## config.mk

```make
export PLATFORM = sky130hd
export DESIGN_NAME = issue_dispatch_ctrl_flat
export DESIGN_NICKNAME = d
export VERILOG_FILES = /design/src/rtl/issue_dispatch_ctrl_if.sv /design/src/rtl/issue_dispatch_ctrl.sv /design/src/flat_wrapper.sv
export SDC_FILE = /design/constraint.sdc
export NUM_CORES = 1
export LEC_CHECK = 0
export ABC_AREA = 1
export CAP_MARGIN = 20
export CORE_MARGIN = 8
export CORE_UTILIZATION = 45
export CTS_BUF_LIST = sky130_fd_sc_hd__clkbuf_8 sky130_fd_sc_hd__clkbuf_16
export CTS_CLUSTER_SIZE = 30
export DETAILED_ROUTE_END_ITERATION = 12
export PLACE_DENSITY = 0.72
export SLEW_MARGIN = 20
export SYNTH_ARGS = -nofsm -noshare
export SYNTH_HDL_FRONTEND = slang
export SYNTH_SLANG_ARGS = --single-unit
```

## constraint.sdc

```tcl
create_clock -name clk_in -period 4.6 [get_ports clk_in]
set_input_delay 0.69 -clock clk_in [delete_from_list [all_inputs] [get_ports clk_in]]
set_output_delay 0.69 -clock clk_in [all_outputs]
set_load 0.01 [all_outputs]
```

## src/rtl/issue_dispatch_ctrl_if.sv

```systemverilog
// Decoder-side and back-end-side signals of the issue/dispatch controller.
`timescale 1ns/1ps
interface issue_dispatch_ctrl_if #(
  parameter int PAYLOAD_W = 64,
  parameter int ROB_BIT   = 5
);
  logic                 dec_valid;
  logic [1:0]           dec_unit;
  logic [PAYLOAD_W-1:0] dec_payload;
  logic                 dec_stall;
  logic                 rob_commit;
  logic                 rs_release;
  logic                 lsb_release;
  logic                 flush;
  logic                 iss_rob_valid;
  logic                 iss_rs_valid;
  logic                 iss_lsb_valid;
  logic [PAYLOAD_W-1:0] iss_payload;
  logic [ROB_BIT-1:0]   iss_rob_tag;
  logic [ROB_BIT:0]     rob_free_cnt;

  modport master (
    output dec_valid, dec_unit, dec_payload, rob_commit, rs_release, lsb_release, flush,
    input  dec_stall, iss_rob_valid, iss_rs_valid, iss_lsb_valid, iss_payload,
           iss_rob_tag, rob_free_cnt
  );

  modport slave (
    input  dec_valid, dec_unit, dec_payload, rob_commit, rs_release, lsb_release, flush,
    output dec_stall, iss_rob_valid, iss_rs_valid, iss_lsb_valid, iss_payload,
           iss_rob_tag, rob_free_cnt
  );
endinterface

```

## src/rtl/issue_dispatch_ctrl.sv

```systemverilog
// Single-entry issue stage: holds one decoded instruction, issues it into ROB/RS/LSB
// when credits allow, allocates ROB tags in order and drains on flush.
//
// state    | meaning
// ST_EMPTY | hold register empty, decoder may deliver
// ST_HOLD  | one instruction held, waiting for credits or issuing
// ST_FLUSH | one-cycle drain after a flush; decoder stalled
`timescale 1ns/1ps
module issue_dispatch_ctrl #(
  parameter int PAYLOAD_W = 64,
  parameter int ROB_SIZE  = 32,
  parameter int ROB_BIT   = 5,
  parameter int RS_SIZE   = 8,
  parameter int LSB_SIZE  = 8
) (
  input  logic                  clk_in,
  input  logic                  rst_in,
  input  logic                  rdy_in,
  issue_dispatch_ctrl_if.slave  bus
);
  localparam int RS_W  = $clog2(RS_SIZE + 1);
  localparam int LSB_W = $clog2(LSB_SIZE + 1);
  localparam logic [ROB_BIT:0]   ROB_FULL = (ROB_BIT+1)'(ROB_SIZE);
  localparam logic [ROB_BIT:0]   ROB_ONE  = (ROB_BIT+1)'(1);
  localparam logic [RS_W-1:0]    RS_FULL  = RS_W'(RS_SIZE);
  localparam logic [RS_W-1:0]    RS_ONE   = RS_W'(1);
  localparam logic [LSB_W-1:0]   LSB_FULL = LSB_W'(LSB_SIZE);
  localparam logic [LSB_W-1:0]   LSB_ONE  = LSB_W'(1);
  localparam logic [ROB_BIT-1:0] TAG_ONE  = ROB_BIT'(1);

  typedef enum logic [1:0] {
    ST_EMPTY = 2'd0,
    ST_HOLD  = 2'd1,
    ST_FLUSH = 2'd2
  } state_t;

  state_t               state, state_nxt;
  logic [PAYLOAD_W-1:0] hold_payload;
  logic [1:0]           hold_unit;
  logic [ROB_BIT:0]     rob_cr;
  logic [RS_W-1:0]      rs_cr;
  logic [LSB_W-1:0]     lsb_cr;
  logic [ROB_BIT-1:0]   tail;
  logic                 rob_v_q, rs_v_q, lsb_v_q;
  logic [PAYLOAD_W-1:0] iss_payload_q;
  logic [ROB_BIT-1:0]   iss_tag_q;
  logic                 unit_ok, can_issue, issue, stall, accept, use_rs, use_lsb;

  always_comb begin
    unit_ok   = 1'b1;
    case (hold_unit)
      2'd1:    unit_ok = (rs_cr != '0);
      2'd2:    unit_ok = (lsb_cr != '0);
      default: unit_ok = 1'b1;
    endcase
    can_issue = rdy_in && (state == ST_HOLD) && (rob_cr != '0) && unit_ok;
    issue     = can_issue && !bus.flush;
    use_rs    = issue && (hold_unit == 2'd1);
    use_lsb   = issue && (hold_unit == 2'd2);
    stall     = !rdy_in || (state == ST_FLUSH) || ((state == ST_HOLD) && !can_issue);
    accept    = bus.dec_valid && !stall && !bus.flush;

    state_nxt = state;
    if (bus.flush) begin
      state_nxt = ST_FLUSH;
    end else begin
      case (state)
        ST_EMPTY: if (accept) state_nxt = ST_HOLD;
        ST_HOLD:  if (issue && !accept) state_nxt = ST_EMPTY;
        default:  state_nxt = ST_EMPTY;
      endcase
    end
  end

  always_ff @(posedge clk_in or negedge rst_in) begin
    if (!rst_in) begin
      state <= ST_EMPTY;
    end else if (rdy_in) begin
      state <= state_nxt;
    end
  end

  always_ff @(posedge clk_in or negedge rst_in) begin
    if (!rst_in) begin
      hold_payload  <= '0;
      hold_unit     <= 2'd0;
      rob_cr        <= ROB_FULL;
      rs_cr         <= RS_FULL;
      lsb_cr        <= LSB_FULL;
      tail          <= '0;
      rob_v_q       <= 1'b0;
      rs_v_q        <= 1'b0;
      lsb_v_q       <= 1'b0;
      iss_payload_q <= '0;
      iss_tag_q     <= '0;
    end else if (rdy_in) begin
      if (bus.flush) begin
        hold_payload  <= '0;
        hold_unit     <= 2'd0;
        rob_cr        <= ROB_FULL;
        rs_cr         <= RS_FULL;
        lsb_cr        <= LSB_FULL;
        tail          <= '0;
        rob_v_q       <= 1'b0;
        rs_v_q        <= 1'b0;
        lsb_v_q       <= 1'b0;
        iss_payload_q <= '0;
        iss_tag_q     <= '0;
      end else begin
        rob_v_q <= issue;
        rs_v_q  <= use_rs;
        lsb_v_q <= use_lsb;
        if (issue) begin
          iss_payload_q <= hold_payload;
          iss_tag_q     <= tail;
          tail          <= tail + TAG_ONE;
        end
        // a release while already full saturates; issue+release nets to zero
        if (bus.rob_commit && !issue) begin
          if (rob_cr != ROB_FULL) rob_cr <= rob_cr + ROB_ONE;
        end else if (!bus.rob_commit && issue) begin
          rob_cr <= rob_cr - ROB_ONE;
        end
        if (bus.rs_release && !use_rs) begin
          if (rs_cr != RS_FULL) rs_cr <= rs_cr + RS_ONE;
        end else if (!bus.rs_release && use_rs) begin
          rs_cr <= rs_cr - RS_ONE;
        end
        if (bus.lsb_release && !use_lsb) begin
          if (lsb_cr != LSB_FULL) lsb_cr <= lsb_cr + LSB_ONE;
        end else if (!bus.lsb_release && use_lsb) begin
          lsb_cr <= lsb_cr - LSB_ONE;
        end
        if (accept) begin
          hold_payload <= bus.dec_payload;
          hold_unit    <= (bus.dec_unit == 2'd3) ? 2'd0 : bus.dec_unit;
        end
      end
    end
  end

  // valids stay registered while frozen and are only shown once the pipeline runs again
  assign bus.dec_stall     = stall;
  assign bus.iss_rob_valid = rob_v_q & rdy_in;
  assign bus.iss_rs_valid  = rs_v_q & rdy_in;
  assign bus.iss_lsb_valid = lsb_v_q & rdy_in;
  assign bus.iss_payload   = iss_payload_q;
  assign bus.iss_rob_tag   = iss_tag_q;
  assign bus.rob_free_cnt  = rob_cr;
endmodule
```

## src/flat_wrapper.sv

```systemverilog
// flat-port wrapper written by rule: the top's interface ports become plain ports
module issue_dispatch_ctrl_flat 
#(
  parameter int PAYLOAD_W = 64,
  parameter int ROB_SIZE  = 32,
  parameter int ROB_BIT   = 5,
  parameter int RS_SIZE   = 8,
  parameter int LSB_SIZE  = 8
)
  (clk_in, rst_in, rdy_in, bus_dec_valid, bus_dec_unit, bus_dec_payload, bus_rob_commit, bus_rs_release, bus_lsb_release, bus_flush, bus_dec_stall, bus_iss_rob_valid, bus_iss_rs_valid, bus_iss_lsb_valid, bus_iss_payload, bus_iss_rob_tag, bus_rob_free_cnt);
  issue_dispatch_ctrl_if #(.PAYLOAD_W(PAYLOAD_W), .ROB_BIT(ROB_BIT)) bus_i ();
  input  logic clk_in;
  input  logic rst_in;
  input  logic rdy_in;
  input wire logic [$bits(bus_i.dec_valid)-1:0] bus_dec_valid;
  input wire logic [$bits(bus_i.dec_unit)-1:0] bus_dec_unit;
  input wire logic [$bits(bus_i.dec_payload)-1:0] bus_dec_payload;
  input wire logic [$bits(bus_i.rob_commit)-1:0] bus_rob_commit;
  input wire logic [$bits(bus_i.rs_release)-1:0] bus_rs_release;
  input wire logic [$bits(bus_i.lsb_release)-1:0] bus_lsb_release;
  input wire logic [$bits(bus_i.flush)-1:0] bus_flush;
  output wire logic [$bits(bus_i.dec_stall)-1:0] bus_dec_stall;
  output wire logic [$bits(bus_i.iss_rob_valid)-1:0] bus_iss_rob_valid;
  output wire logic [$bits(bus_i.iss_rs_valid)-1:0] bus_iss_rs_valid;
  output wire logic [$bits(bus_i.iss_lsb_valid)-1:0] bus_iss_lsb_valid;
  output wire logic [$bits(bus_i.iss_payload)-1:0] bus_iss_payload;
  output wire logic [$bits(bus_i.iss_rob_tag)-1:0] bus_iss_rob_tag;
  output wire logic [$bits(bus_i.rob_free_cnt)-1:0] bus_rob_free_cnt;
  assign bus_i.dec_valid = bus_dec_valid;
  assign bus_i.dec_unit = bus_dec_unit;
  assign bus_i.dec_payload = bus_dec_payload;
  assign bus_i.rob_commit = bus_rob_commit;
  assign bus_i.rs_release = bus_rs_release;
  assign bus_i.lsb_release = bus_lsb_release;
  assign bus_i.flush = bus_flush;
  assign bus_dec_stall = bus_i.dec_stall;
  assign bus_iss_rob_valid = bus_i.iss_rob_valid;
  assign bus_iss_rs_valid = bus_i.iss_rs_valid;
  assign bus_iss_lsb_valid = bus_i.iss_lsb_valid;
  assign bus_iss_payload = bus_i.iss_payload;
  assign bus_iss_rob_tag = bus_i.iss_rob_tag;
  assign bus_rob_free_cnt = bus_i.rob_free_cnt;
  issue_dispatch_ctrl #(.PAYLOAD_W(PAYLOAD_W), .ROB_SIZE(ROB_SIZE), .ROB_BIT(ROB_BIT), .RS_SIZE(RS_SIZE), .LSB_SIZE(LSB_SIZE)) u_core (.clk_in(clk_in), .rst_in(rst_in), .rdy_in(rdy_in), .bus(bus_i));
endmodule
```

* Word-level counts from Yosys, hierarchy flattened
Index checks and enable logic that the tools add are counted.
** Operators by class
- Reductions and logical operators :: 44
- Multiplexer cells :: 31
- Add/subtract/negate cells :: 7
- Bitwise operators :: 3
- Eq/ne operators :: 13
** Operator list (number)
- $mux 64 :: 4
- $mux 4 :: 8
- $mux 6 :: 4
- $mux 5 :: 4
- $logic_and 1x1->1 :: 16
- $mux 2 :: 6
- $ne 3x3->1 const B :: 4
- $reduce_and 3->1 :: 4
- $logic_not 1->1 :: 11
- $reduce_bool 3->1 :: 3
- $add 4x1->4 const B :: 2
- $ne 4x4->1 const B :: 2
- $reduce_bool 4->1 :: 2
- $sub 4x1->4 const B :: 2
- $add 6x1->6 const B :: 1
- $eq 2x2->1 const B :: 3
- $ne 6x6->1 const B :: 1
- $reduce_bool 6->1 :: 1
- $sub 6x1->6 const B :: 1
- $add 5x1->5 const B :: 1
- $eq 2x1->1 const B :: 2
- $pmux 2 s2 :: 1
- $reduce_and 2->1 :: 2
- $reduce_bool 2->1 :: 2
- 6 further kinds :: 11
** Word-level totals
- Output and inout bits :: 79
- Input bits :: 74
- Logic and storage cells :: 110
- Register bits :: 159

* Logic depth before layout (Yosys ltp)
- Depth after elaboration :: 15
- Depth in mapped cells :: 17
- Depth with buffers taken out :: 17

* Worst setup path after synthesis
OpenSTA, ideal clock, no wires.
- Kind :: input to register
- Start point :: in rdy_in
- End point :: reg u_core.rob_cr[5] (netlist: u_core.bus.rob_free_cnt[5])
- Library setup time :: 0.077 ns
- Path slack :: 2.147 ns
- Stages :: 17
- Data arrival time :: 2.375 ns
- Required time :: 4.523 ns
- Path through :: buf_6 inv_4 nor2_1 nand2_1 clkinv_2 nand3_2 nand2_1 ha_1 a21oi_1 nand2_1 a21o_1 a21oi_1 inv_1 nand3_1 nand2_1 nor2_1 nor2_1
** Between the ends
- Longest elaborated chain between the ends :: 8
- Elaborated cells on any way between the ends :: 12
- Those cells by class :: 1 x eq/ne; 2 x mux; 9 x reduce/logical
** RTL lines
- from (decl) :: line flat_wrapper.sv:14 : input logic rdy_in;
- $logic_and 1x1->1 (3 in series) :: line issue_dispatch_ctrl.sv:56 : can_issue = rdy_in && (state == ST_HOLD) && (rob_cr != '0) && unit_ok;
- $logic_and 1x1->1 :: line issue_dispatch_ctrl.sv:57 : issue = can_issue && !bus.flush;
- $logic_not 1->1 :: line issue_dispatch_ctrl.sv:119 : if (bus.rob_commit && !issue) begin
- $logic_and 1x1->1 :: line issue_dispatch_ctrl.sv:119
- $ne 3x3->1 (no source line) (tied with other cells)
- $reduce_and 3->1 (no source line) or $mux 6 (tied branches)
- to (signal assigned) :: line issue_dispatch_ctrl.sv:120 : if (rob_cr != ROB_FULL) rob_cr <= rob_cr + ROB_ONE;
- to (signal assigned) :: line issue_dispatch_ctrl.sv:122 : rob_cr <= rob_cr - ROB_ONE;
- to (decl) :: line issue_dispatch_ctrl.sv:40 : logic [ROB_BIT:0] rob_cr;
Parallel ways exist; a longest one is shown, timed or not.
A chain may end at the register's enable or synchronous reset.

* Worst setup path after layout
- Start point :: in rdy_in
- End point :: out bus_dec_stall
** Between the ends
- Longest elaborated chain between the ends :: 6
- Elaborated cells on any way between the ends :: 8
- Those cells by class :: 8 x reduce/logical
** RTL lines
- $logic_and 1x1->1 (3 in series) :: line issue_dispatch_ctrl.sv:56
- $logic_not 1->1 :: line issue_dispatch_ctrl.sv:60 : stall = !rdy_in || (state == ST_FLUSH) || ((state == ST_HOLD) && !can_issue);
- $logic_and 1x1->1 :: line issue_dispatch_ctrl.sv:60
- $logic_or 1x1->1 (*) :: line issue_dispatch_ctrl.sv:60
- to (decl) :: line flat_wrapper.sv:22 : output wire logic [$bits(bus_i.dec_stall)-1:0] bus_dec_stall;
Every way passes the cells marked *; elsewhere a longest branch is shown, timed or not.

==> run_results.csv <==
group,metric,value,unit
worst_setup_path,slowest_delay,490,ps
placement,post-place-ws,1231,ps
placement,placed_area,8571,sq um
logic_synthesis,muxShareOfSynthArea,0,%
worst_setup_path,cpLargestDelayFamily,"buffers and inverters",
grt,grt_max_degree,100,
clocking,cts_resized,0,
floorplan,dieArea,19810,sq um
logic_synthesis,syn_area,7002,sq um
clocking,post_cts_buffers,0,
clocking,cts_hold_buf,0,
floorplan,fp.dieW,140.7,um
sta,setup-tns-final,0,ps
drt,vias,5431,
sta,final-hold-violation-count,0,
logic_synthesis,synth-xor-area-share,1.126,%
grt,track_usage,17.60,%
power,ir_drop,0.3210,mV
clocking,htree_levels,4,
grt,grt_pass1_wl,28150,um
placement,post-place-cells,1047,
clocking,cts.reportedPaths.clkPinSlew,60,ps
sta,tightest_slew,894.6,ps
floorplan,core.rowCount,45,
drt,ant_nets,0,
clocking,clock_path_buffers,2,
sta,setup_slack,1505,ps
floorplan,die_height,140.7,um
clocking,cts_tree,"built",
sta,period_share,67.29,%
worst_hold_path,hold_class,"in2async",
sta,finalMaxSlewViolations,0,
clocking,cts_made_buffers,17,
drt,wl_per_cell,15.43,um
logic_synthesis,yosys_warnings,0,
clocking,clk_root_buffer_cell,"clkbuf_16",
job,max_cap_violations,0,
logic_synthesis,synth.distinct_cells,36,
floorplan,io-pin-count,153,
sta,timing.fmax,0.3231,GHz
cells_and_area,stdcell_area,9198,sq um
grt,first_global_vias,5568,
worst_setup_path,worstPathArrival,2410,ps
cells_and_area,fin_nets,966,
drt,wl,16650,um
clocking,clk_latency,420,ps
placement,finalWeightedCongestion,0.8350,
drt,vias_per_cell,5.033,
drt,drt_iter0_drc,408,
logic_synthesis,synth_nets,827,
worst_setup_path,crit_path_start_kind,"primary input",
worst_setup_path,crit_chain,"clkdlybuf4s50_1 -> buf_4 -> inv_4 -> nor2_1 -> nand2_1 -> clkinv_2 -> nand2_2 -> nand2_4 -> nand2_1 -> clkdlybuf4s50_1",
sta,post-route-min-period,3095,ps
sta,grt_setup_unrepaired,"false",
grt,antenna_found_initial,0,
cells_and_area,drive_gt1_share,9.540,%
cells_and_area,nFillCells,1298,
drt,drcViolationCount,0,
worst_setup_path,path_class,"in2out",
logic_synthesis,synth_top_family_by_area,"simple AND/OR/NAND/NOR gates",
placement,dp_hpwl,11110,um
drt,drtPass1Iterations,5,
outcome,status,"finished clean",
power,power_density,451.4,nW/um^2
logic_synthesis,synthAdderAreaFrac,2.823,%
cells_and_area,final_common_cell,"dfrtp_1",
clocking,cts.sinks,159,
sta,setup_viol,0,
grt,grt_remaining_overflow,0,
cells_and_area,syn_to_final_growth,31.36,%
logic_synthesis,synth-compound-area-share,12.26,%
worst_setup_path,crit_buf_inv,5,
cells_and_area,antennaDiodeCount,0,
floorplan,core_area,15200,sq um
placement,place.port_buffers,152,
worst_setup_path,cp_slowest_cell,"clkdlybuf4s50_1",
worst_setup_path,crit_required,3910,ps
power,power_leakage,4.207,nW
worst_setup_path,cp-end-kind,"output port",
logic_synthesis,netlist_instances,739,
cells_and_area,fin_cells,1079,
cells_and_area,final_cell_mix,"156 x dfrtp_1, 151 x clkdlybuf4s50_1, 139 x nand2_1, 94 x inv_1, 79 x nand3_1",
worst_setup_path,path_max_fanout,18,
floorplan,start_util,46.06,%
sta,fin_skew,11.75,ps
logic_synthesis,synth-simple-area-share,17.74,%
logic_synthesis,avgSynthCellArea,9.475,sq um
sta,slew_headroom,40.36,%
logic_synthesis,synth.ff_latch_count,159,
logic_synthesis,yosysSeqAreaShare,56.88,%
## routing by layer
layer,vias up,part of all wire (%),GRT usage (%)
met2,158,45,26.36
li1,2677,-,-
met3,18,7.4,5.976
met5,-,0,0
met1,2578,46,23.77
met4,0,1.1,5.090
## through the flow
step | power [mW] | util (%) | hold slack (ps)
3_5_place_dp | 2.692 | 56.38 | 472.0
5_1_grt | 4.392 | 60.50 | 446.7
6_report | 4.152 | 60.50 | 370.5
3_3_place_gp | 2.673 | 56.38 | 465.2
4_1_cts | 4.191 | 60.50 | 405.3
2_1_floorplan | 2.338 | - | 394.4
## kinds of logic after synthesis
kind of cell,count (synthesis)
and+or+nand+nor,266
DFF,159
AOI/OAI and AO/OA,154
buffers and inverters,137
adders and majority gates,14
xor gates and xnor gates,9
## final timing paths
| check | from | endpoint | slack [ps] | depth (start not counted) |
|---|---|---|---|---|
| setup reg to reg | u_core.hold_unit[0]$_DFFE_PN0P_ | u_core.bus.rob_free_cnt[5]$_DFFE_PN1P_ | 2100 | 16 |
| max in group asynchronous | rst_in | u_core.hold_payload[40]$_DFFE_PN0P_ | 3230 | 2 |
| hold / removal | rst_in | u_core.bus.iss_payload[49]$_DFFE_PN0P_ | 370 | 1 |
| min in group clk_in | u_core.bus.iss_rob_tag[2]$_DFFE_PN0P_ | u_core.bus.iss_rob_tag[2]$_DFFE_PN0P_ | 480 | 2 |
| hold reg to reg | u_core.bus.iss_rob_tag[2]$_DFFE_PN0P_ | u_core.bus.iss_rob_tag[2]$_DFFE_PN0P_ | 480 | 2 |
| setup / recovery | rdy_in | bus_dec_stall | 1500 | 10 |
## synthesized netlist by cell type, drive strengths merged
cell type | number | area share (%)
o31ai | 1 | 0.11
nand3 | 93 | 7.8
a21o | 1 | 0.11
nor4 | 1 | 0.089
ha | 11 | 2.0
a22o | 1 | 0.13
xnor2 | 3 | 0.38
inv | 96 | 5.2
nand4 | 5 | 0.45
nand3b | 3 | 0.32
xor2 | 6 | 0.75
buf | 30 | 3.4
nor2 | 19 | 1.0
o21ai | 142 | 11
o22ai | 3 | 0.27
nand2 | 143 | 8.0
nor3 | 1 | 0.071
dfrtp | 156 | 56
clkbuf | 10 | 0.55
fa | 3 | 0.86
dfstp | 3 | 1.1
and3 | 1 | 0.089
a21oi | 6 | 0.43
clkinv | 1 | 0.071
## sequential cells by signal (all words and copies together), names as in the netlist
register,count
u_core.rob_v_q,1
u_core.rs_v_q,1
u_core.bus.rob_free_cnt,6
u_core.tail,5
u_core.hold_unit,2
u_core.state,2
u_core.bus.iss_payload,64
u_core.rs_cr,4
u_core.lsb_cr,4
u_core.bus.iss_rob_tag,5
u_core.hold_payload,64
u_core.lsb_v_q,1
## final cells by class
cell class                      instances  area [sq um]  area share (%)
Clock inverter                         14         187.7           2.041
Multi-Input combinational cell        443          2377           25.85
Timing Repair Buffer                  160          1608           17.48
Sequential cell                       159          3983           43.30
Clock buffer                           18         439.2           4.775
Inverter                               97         367.9           3.999
Tap cell                              188         235.2           2.557
## power by group
group / internal (mW) / total (mW) / leakage (nW) / switching, mW
Clock: 0.923 / 1.48 / 0.310 / 0.562
Sequential: 1.61 / 1.73 / 2.13 / 0.122
Combinational: 0.419 / 0.939 / 1.77 / 0.520
Total: 2.95 / 4.15 / 4.21 / 1.20
No activity file was read; power rests on OpenSTA's default activity.
